**src/rtl/hazard_scoreboard_if.sv**
```systemverilog
// Decode-side bundle for hazard_scoreboard: ID-stage source/destination info in,
// stall and EX-aligned forward selects out.
interface hazard_scoreboard_if #(
  parameter int AW    = 5,
  parameter int NRD   = 2,
  parameter int DEPTH = 3,
  parameter int LATW  = 2
);
  localparam int SW = $clog2(DEPTH + 1);

  // Handshake: idvalid is the valid, !stall is the ready. An ID instruction is
  // accepted on a clock edge when idvalid && !stall && !flush; while stalled the
  // decoder holds idrs/idrsen/idwr/idrd/idlat stable, flush drops it unconditionally.
  logic                 idvalid;
  logic [NRD*AW-1:0]    idrs;
  logic [NRD-1:0]       idrsen;
  logic                 idwr;
  logic [AW-1:0]        idrd;
  logic [LATW-1:0]      idlat;
  logic                 flush;
  logic                 stall;
  logic [NRD*SW-1:0]    fwdsel;
  logic                 exvalid;
  logic [31:0]          stallcnt;

  modport master (
    output idvalid, idrs, idrsen, idwr, idrd, idlat, flush,
    input  stall, fwdsel, exvalid, stallcnt
  );

  modport slave (
    input  idvalid, idrs, idrsen, idwr, idrd, idlat, flush,
    output stall, fwdsel, exvalid, stallcnt
  );
endinterface

```
**src/rtl/hazard_scoreboard.sv**
```systemverilog
// Shift scoreboard of in-flight register writers producing EX forward selects and a
// load-use stall. Optional macro REGFILE_BYPASS_EN: write-through regfile covers WB.
module hazard_scoreboard #(
  parameter int AW    = 5,
  parameter int NRD   = 2,
  parameter int DEPTH = 3,
  parameter int LATW  = 2,
  localparam int SW   = $clog2(DEPTH + 1)
) (
  input logic               clk,
  input logic               rstn,
  hazard_scoreboard_if.slave bus
);

  logic [DEPTH-1:0] ent_v;
  logic [AW-1:0]    ent_dest [DEPTH];
  logic [LATW-1:0]  ent_lat  [DEPTH];

  logic [NRD-1:0]    hit;
  logic [NRD-1:0]    haz;
  logic [SW-1:0]     sel [NRD];
  logic [NRD*SW-1:0] fwd_next;
  logic              stall_int;
  logic              accept;

  logic [NRD*SW-1:0] fwdsel_q;
  logic              exvalid_q;
  logic [31:0]       stallcnt_q;

  // Scan oldest to youngest so the youngest matching writer overrides older ones.
  always_comb begin
    hit      = '0;
    haz      = '0;
    fwd_next = '0;
    for (int p = 0; p < NRD; p++) begin
      sel[p] = '0;
      for (int k = DEPTH - 1; k >= 0; k--) begin
        if (ent_v[k] && bus.idrsen[p] && (bus.idrs[p*AW +: AW] != '0) &&
            (ent_dest[k] == bus.idrs[p*AW +: AW])) begin
          hit[p] = 1'b1;
          haz[p] = (k < int'(ent_lat[k]));
          if (k == DEPTH - 1) begin
`ifdef REGFILE_BYPASS_EN
            sel[p] = '0;
`else
            sel[p] = SW'(DEPTH);
`endif
          end else begin
            sel[p] = SW'(k + 1);
          end
        end
      end
      if (hit[p] && !haz[p]) fwd_next[p*SW +: SW] = sel[p];
    end
  end

  assign stall_int = bus.idvalid && !bus.flush && (|haz);
  assign accept    = bus.idvalid && !stall_int && !bus.flush;

  // The back end never stalls: the scoreboard shifts every cycle, injecting a bubble
  // whenever ID does not hand over an instruction.
  always_ff @(posedge clk or negedge rstn) begin
    if (!rstn) begin
      ent_v <= '0;
      for (int i = 0; i < DEPTH; i++) begin
        ent_dest[i] <= '0;
        ent_lat[i]  <= '0;
      end
      fwdsel_q   <= '0;
      exvalid_q  <= 1'b0;
      stallcnt_q <= '0;
    end else begin
      for (int i = 1; i < DEPTH; i++) begin
        ent_v[i]    <= ent_v[i-1];
        ent_dest[i] <= ent_dest[i-1];
        ent_lat[i]  <= ent_lat[i-1];
      end
      ent_v[0]    <= accept && bus.idwr && (bus.idrd != '0);
      ent_dest[0] <= bus.idrd;
      ent_lat[0]  <= bus.idlat;
      fwdsel_q    <= accept ? fwd_next : '0;
      exvalid_q   <= accept;
      if (stall_int && (stallcnt_q != 32'hFFFF_FFFF)) stallcnt_q <= stallcnt_q + 32'd1;
    end
  end

  assign bus.stall    = stall_int;
  assign bus.fwdsel   = fwdsel_q;
  assign bus.exvalid  = exvalid_q;
  assign bus.stallcnt = stallcnt_q;

endmodule

```
**src/flat_wrapper.sv**
```systemverilog
// flat-port wrapper written by rule: the top's interface ports become plain ports
module hazard_scoreboard_flat 
#(
  parameter int AW    = 5,
  parameter int NRD   = 2,
  parameter int DEPTH = 3,
  parameter int LATW  = 2,
  localparam int SW   = $clog2(DEPTH + 1)
)
  (clk, rstn, bus_idvalid, bus_idrs, bus_idrsen, bus_idwr, bus_idrd, bus_idlat, bus_flush, bus_stall, bus_fwdsel, bus_exvalid, bus_stallcnt);
  hazard_scoreboard_if #(.AW(AW), .NRD(NRD), .DEPTH(DEPTH), .LATW(LATW)) bus_i ();
  input logic clk;
  input logic rstn;
  input wire logic [$bits(bus_i.idvalid)-1:0] bus_idvalid;
  input wire logic [$bits(bus_i.idrs)-1:0] bus_idrs;
  input wire logic [$bits(bus_i.idrsen)-1:0] bus_idrsen;
  input wire logic [$bits(bus_i.idwr)-1:0] bus_idwr;
  input wire logic [$bits(bus_i.idrd)-1:0] bus_idrd;
  input wire logic [$bits(bus_i.idlat)-1:0] bus_idlat;
  input wire logic [$bits(bus_i.flush)-1:0] bus_flush;
  output wire logic [$bits(bus_i.stall)-1:0] bus_stall;
  output wire logic [$bits(bus_i.fwdsel)-1:0] bus_fwdsel;
  output wire logic [$bits(bus_i.exvalid)-1:0] bus_exvalid;
  output wire logic [$bits(bus_i.stallcnt)-1:0] bus_stallcnt;
  assign bus_i.idvalid = bus_idvalid;
  assign bus_i.idrs = bus_idrs;
  assign bus_i.idrsen = bus_idrsen;
  assign bus_i.idwr = bus_idwr;
  assign bus_i.idrd = bus_idrd;
  assign bus_i.idlat = bus_idlat;
  assign bus_i.flush = bus_flush;
  assign bus_stall = bus_i.stall;
  assign bus_fwdsel = bus_i.fwdsel;
  assign bus_exvalid = bus_i.exvalid;
  assign bus_stallcnt = bus_i.stallcnt;
  hazard_scoreboard #(.AW(AW), .NRD(NRD), .DEPTH(DEPTH), .LATW(LATW)) u_core (.clk(clk), .rstn(rstn), .bus(bus_i));
endmodule
```
**config.mk**
```make
export PLATFORM = sky130hd
export DESIGN_NAME = hazard_scoreboard_flat
export DESIGN_NICKNAME = d
export VERILOG_FILES = /design/src/rtl/hazard_scoreboard_if.sv /design/src/rtl/hazard_scoreboard.sv /design/src/flat_wrapper.sv
export SDC_FILE = /design/constraint.sdc
export NUM_CORES = 1
export LEC_CHECK = 0
export ABC_AREA = 1
export CAP_MARGIN = 20
export CORE_MARGIN = 3
export CORE_UTILIZATION = 40
export CTS_CLUSTER_DIAMETER = 100
export DETAILED_ROUTE_END_ITERATION = 12
export GPL_ROUTABILITY_DRIVEN = 0
export SYNTH_ARGS = -nofsm -noshare
export SYNTH_HDL_FRONTEND = slang
export SYNTH_SLANG_ARGS = --single-unit
```
**constraint.sdc**
```tcl
create_clock -name clk -period 4.1 [get_ports clk]
set_input_delay 1.23 -clock clk [delete_from_list [all_inputs] [get_ports clk]]
set_output_delay 1.23 -clock clk [all_outputs]
set_load 0.01 [all_outputs]
```
==> impl_metrics.toml <==
[route]
drt-pass1-iter-count = 4
postRouteAntennaNets = 0
vias_per_cell = 5.09
drc = 0
drtIter0Drc = 156
wl_um = 10100
wl_per_cell_um = 14.5
vias = 3562

[logic_synthesis]
synth_async_sr_flop_share_pct = 100
ys_seq_elements = 61
synth.cell_area_um2 = 3680
synth_fa_ha_area_share_pct = 0.340
seq_area_frac_synth_pct = 41.5
synth_cells = 513
synth-simple-area-share_pct = 41.3
syn-mean-instance-area_um2 = 7.18
synth-main-ff-cell = "dfrtp_1"
synth_compound_area_share_pct = 2.07
synthDominantCellAreaShare_pct = 41.5
netlist_top_cells_count = "nand2_1, dfrtp_1, nor2_1"
yosys.area.top_type = "dfrtp_1"
ys_types = 29
synthMuxAreaShare_pct = 0
synth.most_common_cell = "nand2_1"
synth_area_leaders = "dfrtp_1, nand2_1, nand4_1, nor2_1, xor2_1"
yosysWarnings = 0
syn-num-nets = 538
synth_top_family_by_area = "simple AND/OR/NAND/NOR gates"
synth_xor_area_share_pct = 7.38
synth_edf_count = 0

[power]
ir_drop_uv = 141
total_power_uw = 1330
p_leak_uw = 0.00231
power_density_nw_per_um2 = 281

[critical_path]
rr_startpoint = "u_core.bus.stallcnt[1]"
worstPathMaxFanout = 3
timing.critical_path.mode_cell = "nand2_1"
end_kind = "output pin"
startpoint = "bus_idrsen[1]"
r2r_cells = 9
worst-setup-path-type = "in -> out"
critPathCapture = "bus_stall"
rrSetupSlack_ns = 1.65
cp_slowest_cell = "clkdlybuf4s50_1"
crit_chain = "clkdlybuf4s50_1 > nand2_1 > a21oi_2 > nand2_1 > nor2_2 > nand3_1 > nand2_1 > inv_2 > nand2_1 > nand2_2 > a21boi_2 > buf_2"
cp_slowest_stage_delay_ns = 0.48
cp.arrival_ns = 2.69
worstSetupStartpointType = "input pin"
r2r_end = "u_core.bus.stallcnt[5]"
required_ns = 2.87

[timing]
rsz0062_at_grt = "no"
min_period_ns = 3.92
fin_tns_setup_ns = 0
final_hold_viol_count = 0
maxSlewViolCount = 0
skew_ns = 0.0141
max_slew_margin_pct = 70.1
finalSetupViolations = 0
clock.fmax_mhz = 255
worstMarginPinSlew_ns = 0.445
period_share_pct = 95.6

[worst_hold_path]
hold_path.class = "reg -> reg"

[floorplanning]
core_um2 = 8850
ios = 62
start_util_pct = 41.6
die_y_um = 102
rows = 34
die_area_um2 = 10400
dieWidth_um = 102

[global_route]
met3_usage_pct = 4.78
gr-usage-met1_pct = 26.9
top_usage_layer = "met2"
met2_usage_pct = 33.2
grt_pass1_vias = 3439
grt_max_degree = 48
grt-ovfl-total = 0
antenna_found_initial = 0
track_usage_pct = 20.6
grt_first_pass_wirelength_um = 16700

[clocking]
cts.sinks = 61
clk_latency_ns = 0.34
cts_made_buffers = 9
cts_buffer_depth = 2
clockRootBuffer = "clkbuf_8"
clk_pin_slew_worst_paths_ns = 0.08
cts_tree = "built"
htree_num_levels = 3
postCtsHoldBufs = 0

[finish]
final_util_pct = 53.4
area.growth.synth_to_final_pct = 28.4
fin_nets = 613
layout-drive-gt1-share_pct = 12.0
nFillCells = 850
antenna_cells = 0

[placed_design]
dp.final_hpwl_um = 7580
io_buffers = 61

[outcome]
status = "finished, final reports clean"

[run]
drv_cap = 0
## through the flow
stage / cell area (um2) / worst slack (ns) / std cells / hold slack, ns
after floorplan: 3680 / 0.664 / 513 / 0.331
after global placement: 4440 / -0.539 / 682 / 0.333
after detailed placement: 4440 / -0.531 / 682 / 0.336
after CTS: 4650 / 0.0106 / 697 / 0.354
after global routing: 4730 / 0.0443 / 700 / 0.375
final: 4730 / 0.182 / 700 / 0.352
## layout by cell type (no fill, tap or decap), drive strengths merged, types with 2 or more instances in the layout
master,n
xnor2,12
dlygate4sd2,2
o21ai,5
dfrtp,61
nand4,41
a21oi,7
clkbuf,9
nand3,25
nor2,57
dlymetal6s2s,9
inv,48
buf,18
nor3,17
nand2,201
clkinvlp,2
bufinv,2
xor2,19
clkdlybuf4s50,48
clkinv,5
## per-layer routing
| metal | share of wire, % | vias up |
|---|---|---|
| li1 | - | 1785 |
| met1 | 44 | 1650 |
| met2 | 47 | 108 |
| met3 | 5.9 | 19 |
| met4 | 2.1 | 0 |
| met5 | 0 | - |
## layout make-up
type / instances / area (um2) / share of cell area (%)
repair buffers: 77 / 753 / 15.9
flip-flops and latches: 61 / 1530 / 32.3
well taps: 108 / 135 / 2.86
clock buffers: 9 / 124 / 2.62
clock inverters: 6 / 88.8 / 1.88
multi-input cells: 388 / 1910 / 40.3
inverters: 51 / 191 / 4.05
## repair_timing
action,4_1_cts,5_1_grt
gates resized for setup,10,14
setup endpoints to repair,1,1
pin swaps,1,4
setup buffers,0,2
## how the worst min path moves through the flow
stage / to / startpoint / cells after the start / slack, ns
floorplan: u_core.ent_lat[0] / u_core.ent_lat[2] / 0 / 0.33
finish: u_core.ent_lat[0] / u_core.ent_lat[2] / 0 / 0.35
CTS: u_core.ent_lat[0] / u_core.ent_lat[2] / 0 / 0.35
global placement: u_core.ent_lat[0] / u_core.ent_lat[2] / 0 / 0.33
global route: u_core.ent_lat[0] / u_core.ent_lat[2] / 0 / 0.38
detailed placement: u_core.ent_lat[0] / u_core.ent_lat[2] / 0 / 0.34
## critical path, delay by kind of cell
kind,cells,cell delay (ns)
compound gates,2,0.24
buf+inv,3,0.65
simple gates,7,0.57
## cells by family (layout without fill, tap and decap cells)
family	Yosys count	count (layout)
xor+xnor	31	31
buf+inv	64	143
simple gates	342	342
compound gates	14	14
fa+ha+maj	1	1
flops	61	61
## flip-flops by register name (all words and copies together) (netlist names)
register             count
u_core.bus.exvalid       1
u_core.ent_lat           6
u_core.bus.stallcnt     32
u_core.ent_dest         15
u_core.ent_v             3
u_core.bus.fwdsel        4
## power breakdown
group | total (uW) | internal (uW) | switching, uW
sequential | 629 | 615 | 13.2
combinational | 113 | 45.7 | 67.2
clock | 586 | 338 | 248
total | 1330 | 1000 | 328
Power figures use the tool's default switching activity.
==> RTL edit: new RTL, same flow settings <==
`LATW` is set to 2 in 3 places; all go to 1.
--- a/src/rtl/hazard_scoreboard_if.sv
+++ b/src/rtl/hazard_scoreboard_if.sv
@@ -4,7 +4,7 @@
   parameter int AW    = 5,
   parameter int NRD   = 2,
   parameter int DEPTH = 3,
-  parameter int LATW  = 2
+  parameter int LATW  = 1
 );
   localparam int SW = $clog2(DEPTH + 1);
 
--- a/src/rtl/hazard_scoreboard.sv
+++ b/src/rtl/hazard_scoreboard.sv
@@ -4,7 +4,7 @@
   parameter int AW    = 5,
   parameter int NRD   = 2,
   parameter int DEPTH = 3,
-  parameter int LATW  = 2,
+  parameter int LATW  = 1,
   localparam int SW   = $clog2(DEPTH + 1)
 ) (
   input logic               clk,
--- a/src/flat_wrapper.sv
+++ b/src/flat_wrapper.sv
@@ -4,7 +4,7 @@
   parameter int AW    = 5,
   parameter int NRD   = 2,
   parameter int DEPTH = 3,
-  parameter int LATW  = 2,
+  parameter int LATW  = 1,
   localparam int SW   = $clog2(DEPTH + 1)
 )
   (clk, rstn, bus_idvalid, bus_idrs, bus_idrsen, bus_idwr, bus_idrd, bus_idlat, bus_flush, bus_stall, bus_fwdsel, bus_exvalid, bus_stallcnt);
Ports: changed (resized bus_idlat); port bits go from 62 to 61. No check against the original RTL was run, so the function may have changed too.
==> RTL edit against the original RTL <==
Area after synthesis shrank 2.3%; non-clock buffer count grew 3; wire length grew 0.55%; global-route usage grew 0.20 points; worst setup slack lost 0.035 ns; register-to-register slack lost 0.20 ns; die area shrank 2.2%; power shrank 24%; first-iteration DRC count grew 83%; sequential cell count shrank 5; design area shrank 4.5%; maximum frequency shrank 0.89%; largest cell class unchanged; highest routed layer unchanged.
==> RTL edit: results (changes against the original RTL) <==
syn nets 554 (was 538); Placement Cell Area 4410 µm² (was 4440 µm²); R2R cell count 10 (was 9); number of fill cells 801 (was 850); pin count of the biggest net entering global routing 38 (was 48); dpl cells 703 (was 682); total track usage 0.208 (was 0.206); layout cell share with drive strength beyond 1 0.0924 (was 0.120); number of nets in the layout 629 (was 613); final hold slack 0.461 ns (was 0.352 ns); Min-Delay Endpoint u_core.ent_dest[0] (was u_core.ent_lat[0]); Largest stage delay, worst path 0.54 ns (was 0.48 ns); adder-cell share of the synthesized area 0.00348 (was 0.00340); WL met2 4.12 mm (was 4.82 mm); sequential cell area fraction in the yosys report 0.390 (was 0.415); Yosys cell types 32 (was 29); wire length per cell 14.4 µm (was 14.5 µm); Initial DRC Count 286 (was 156); status complete, no violations (unchanged); top post-synthesis cells by area dfrtp_1, nand2_1, nor2_1 (was dfrtp_1, nand2_1, nand4_1); top cell types by occurrence after synthesis nand2_1, nor2_1, dfrtp_1 (was nand2_1, dfrtp_1, nor2_1); final core occ 0.533 (was 0.534); Peak supply drop 0.121 mV (was 0.141 mV); DP HPWL 7.93 mm (was 7.58 mm); Crit Reg-Reg Endpoint u_core.bus.stallcnt[30] (was u_core.bus.stallcnt[5]); vias in the first global route 3352 (was 3439); Max Clock Skew 0.0172 ns (was 0.0141 ns); cts bufs inserted 5 (was 9); Final WS setup 0.147 ns (was 0.182 ns); buffers added on ports 60 (was 61); Lkg Pwr 2.08 nW (was 2.31 nW); xor and xnor fraction of the mapped netlist area 0.0439 (was 0.0738); WL met1 5.12 mm (was 4.52 mm); routed vias 3696 (was 3562); first-pass GRT wire length 16.8 mm (was 16.7 mm); H-tree levels 2 (was 3); RR Startpoint u_core.bus.stallcnt[0] (was u_core.bus.stallcnt[1]); met3 WL 853 µm (was 600 µm); drt pass-1 iters 5 (was 4); Reg clk slew, reported paths 0.10 ns (was 0.08 ns); Worst Path Max Fanout 4 (was 3); Slew headroom 0.456 (was 0.701)
RTL edit: layout make-up:
class / count / area share
multi-input cells: 427 / 0.441
flip-flops and latches: 56 / 0.311
repair buffers: 80 / 0.168
inverters: 35 / 0.0294
well taps: 105 / 0.0291
clock buffers: 5 / 0.0152
clock inverters: 3 / 0.00749
RTL edit: kinds of logic after synthesis:
logic type      count (synthesis)
fa+ha+maj                       1
flops                          56
simple gates                  390
compound gates                 18
xor+xnor                       18
buf+inv                        47
RTL edit: repair_timing:
item	in CTS	in global routing
hold buffers	0	0
buffers inserted	0	0
gates resized for setup	1	0
endpoints found under the setup margin	1	0
RTL edit: worst max-delay path by stage:
| stage | endpoint | depth (start not counted) | from |
|---|---|---|---|
| CTS | bus_stall | 10 | bus_idrs[6] |
| global route | bus_stall | 10 | bus_idrs[6] |
| floorplan | bus_stall | 7 | bus_idrs[9] |
| finish | bus_stall | 10 | bus_idrs[6] |
| detailed placement | bus_stall | 10 | bus_idrs[6] |
| global placement | bus_stall | 10 | bus_idrs[6] |
RTL edit: where the power goes:
group,total (mW),internal [mW],switching [mW],leakage [nW]
Sequential,0.575,0.562,0.0129,0.743
Clock,0.329,0.129,0.200,0.0515
Combinational,0.103,0.0466,0.0561,1.28
Total,1.01,0.738,0.269,2.08
RTL edit: metal layers:
metal | track usage | vias to the layer above
li1 | - | 1849
met1 | 0.326 | 1697
met2 | 0.288 | 141
met3 | 0.0464 | 9
met4 | 0.0477 | 0
met5 | 0 | -
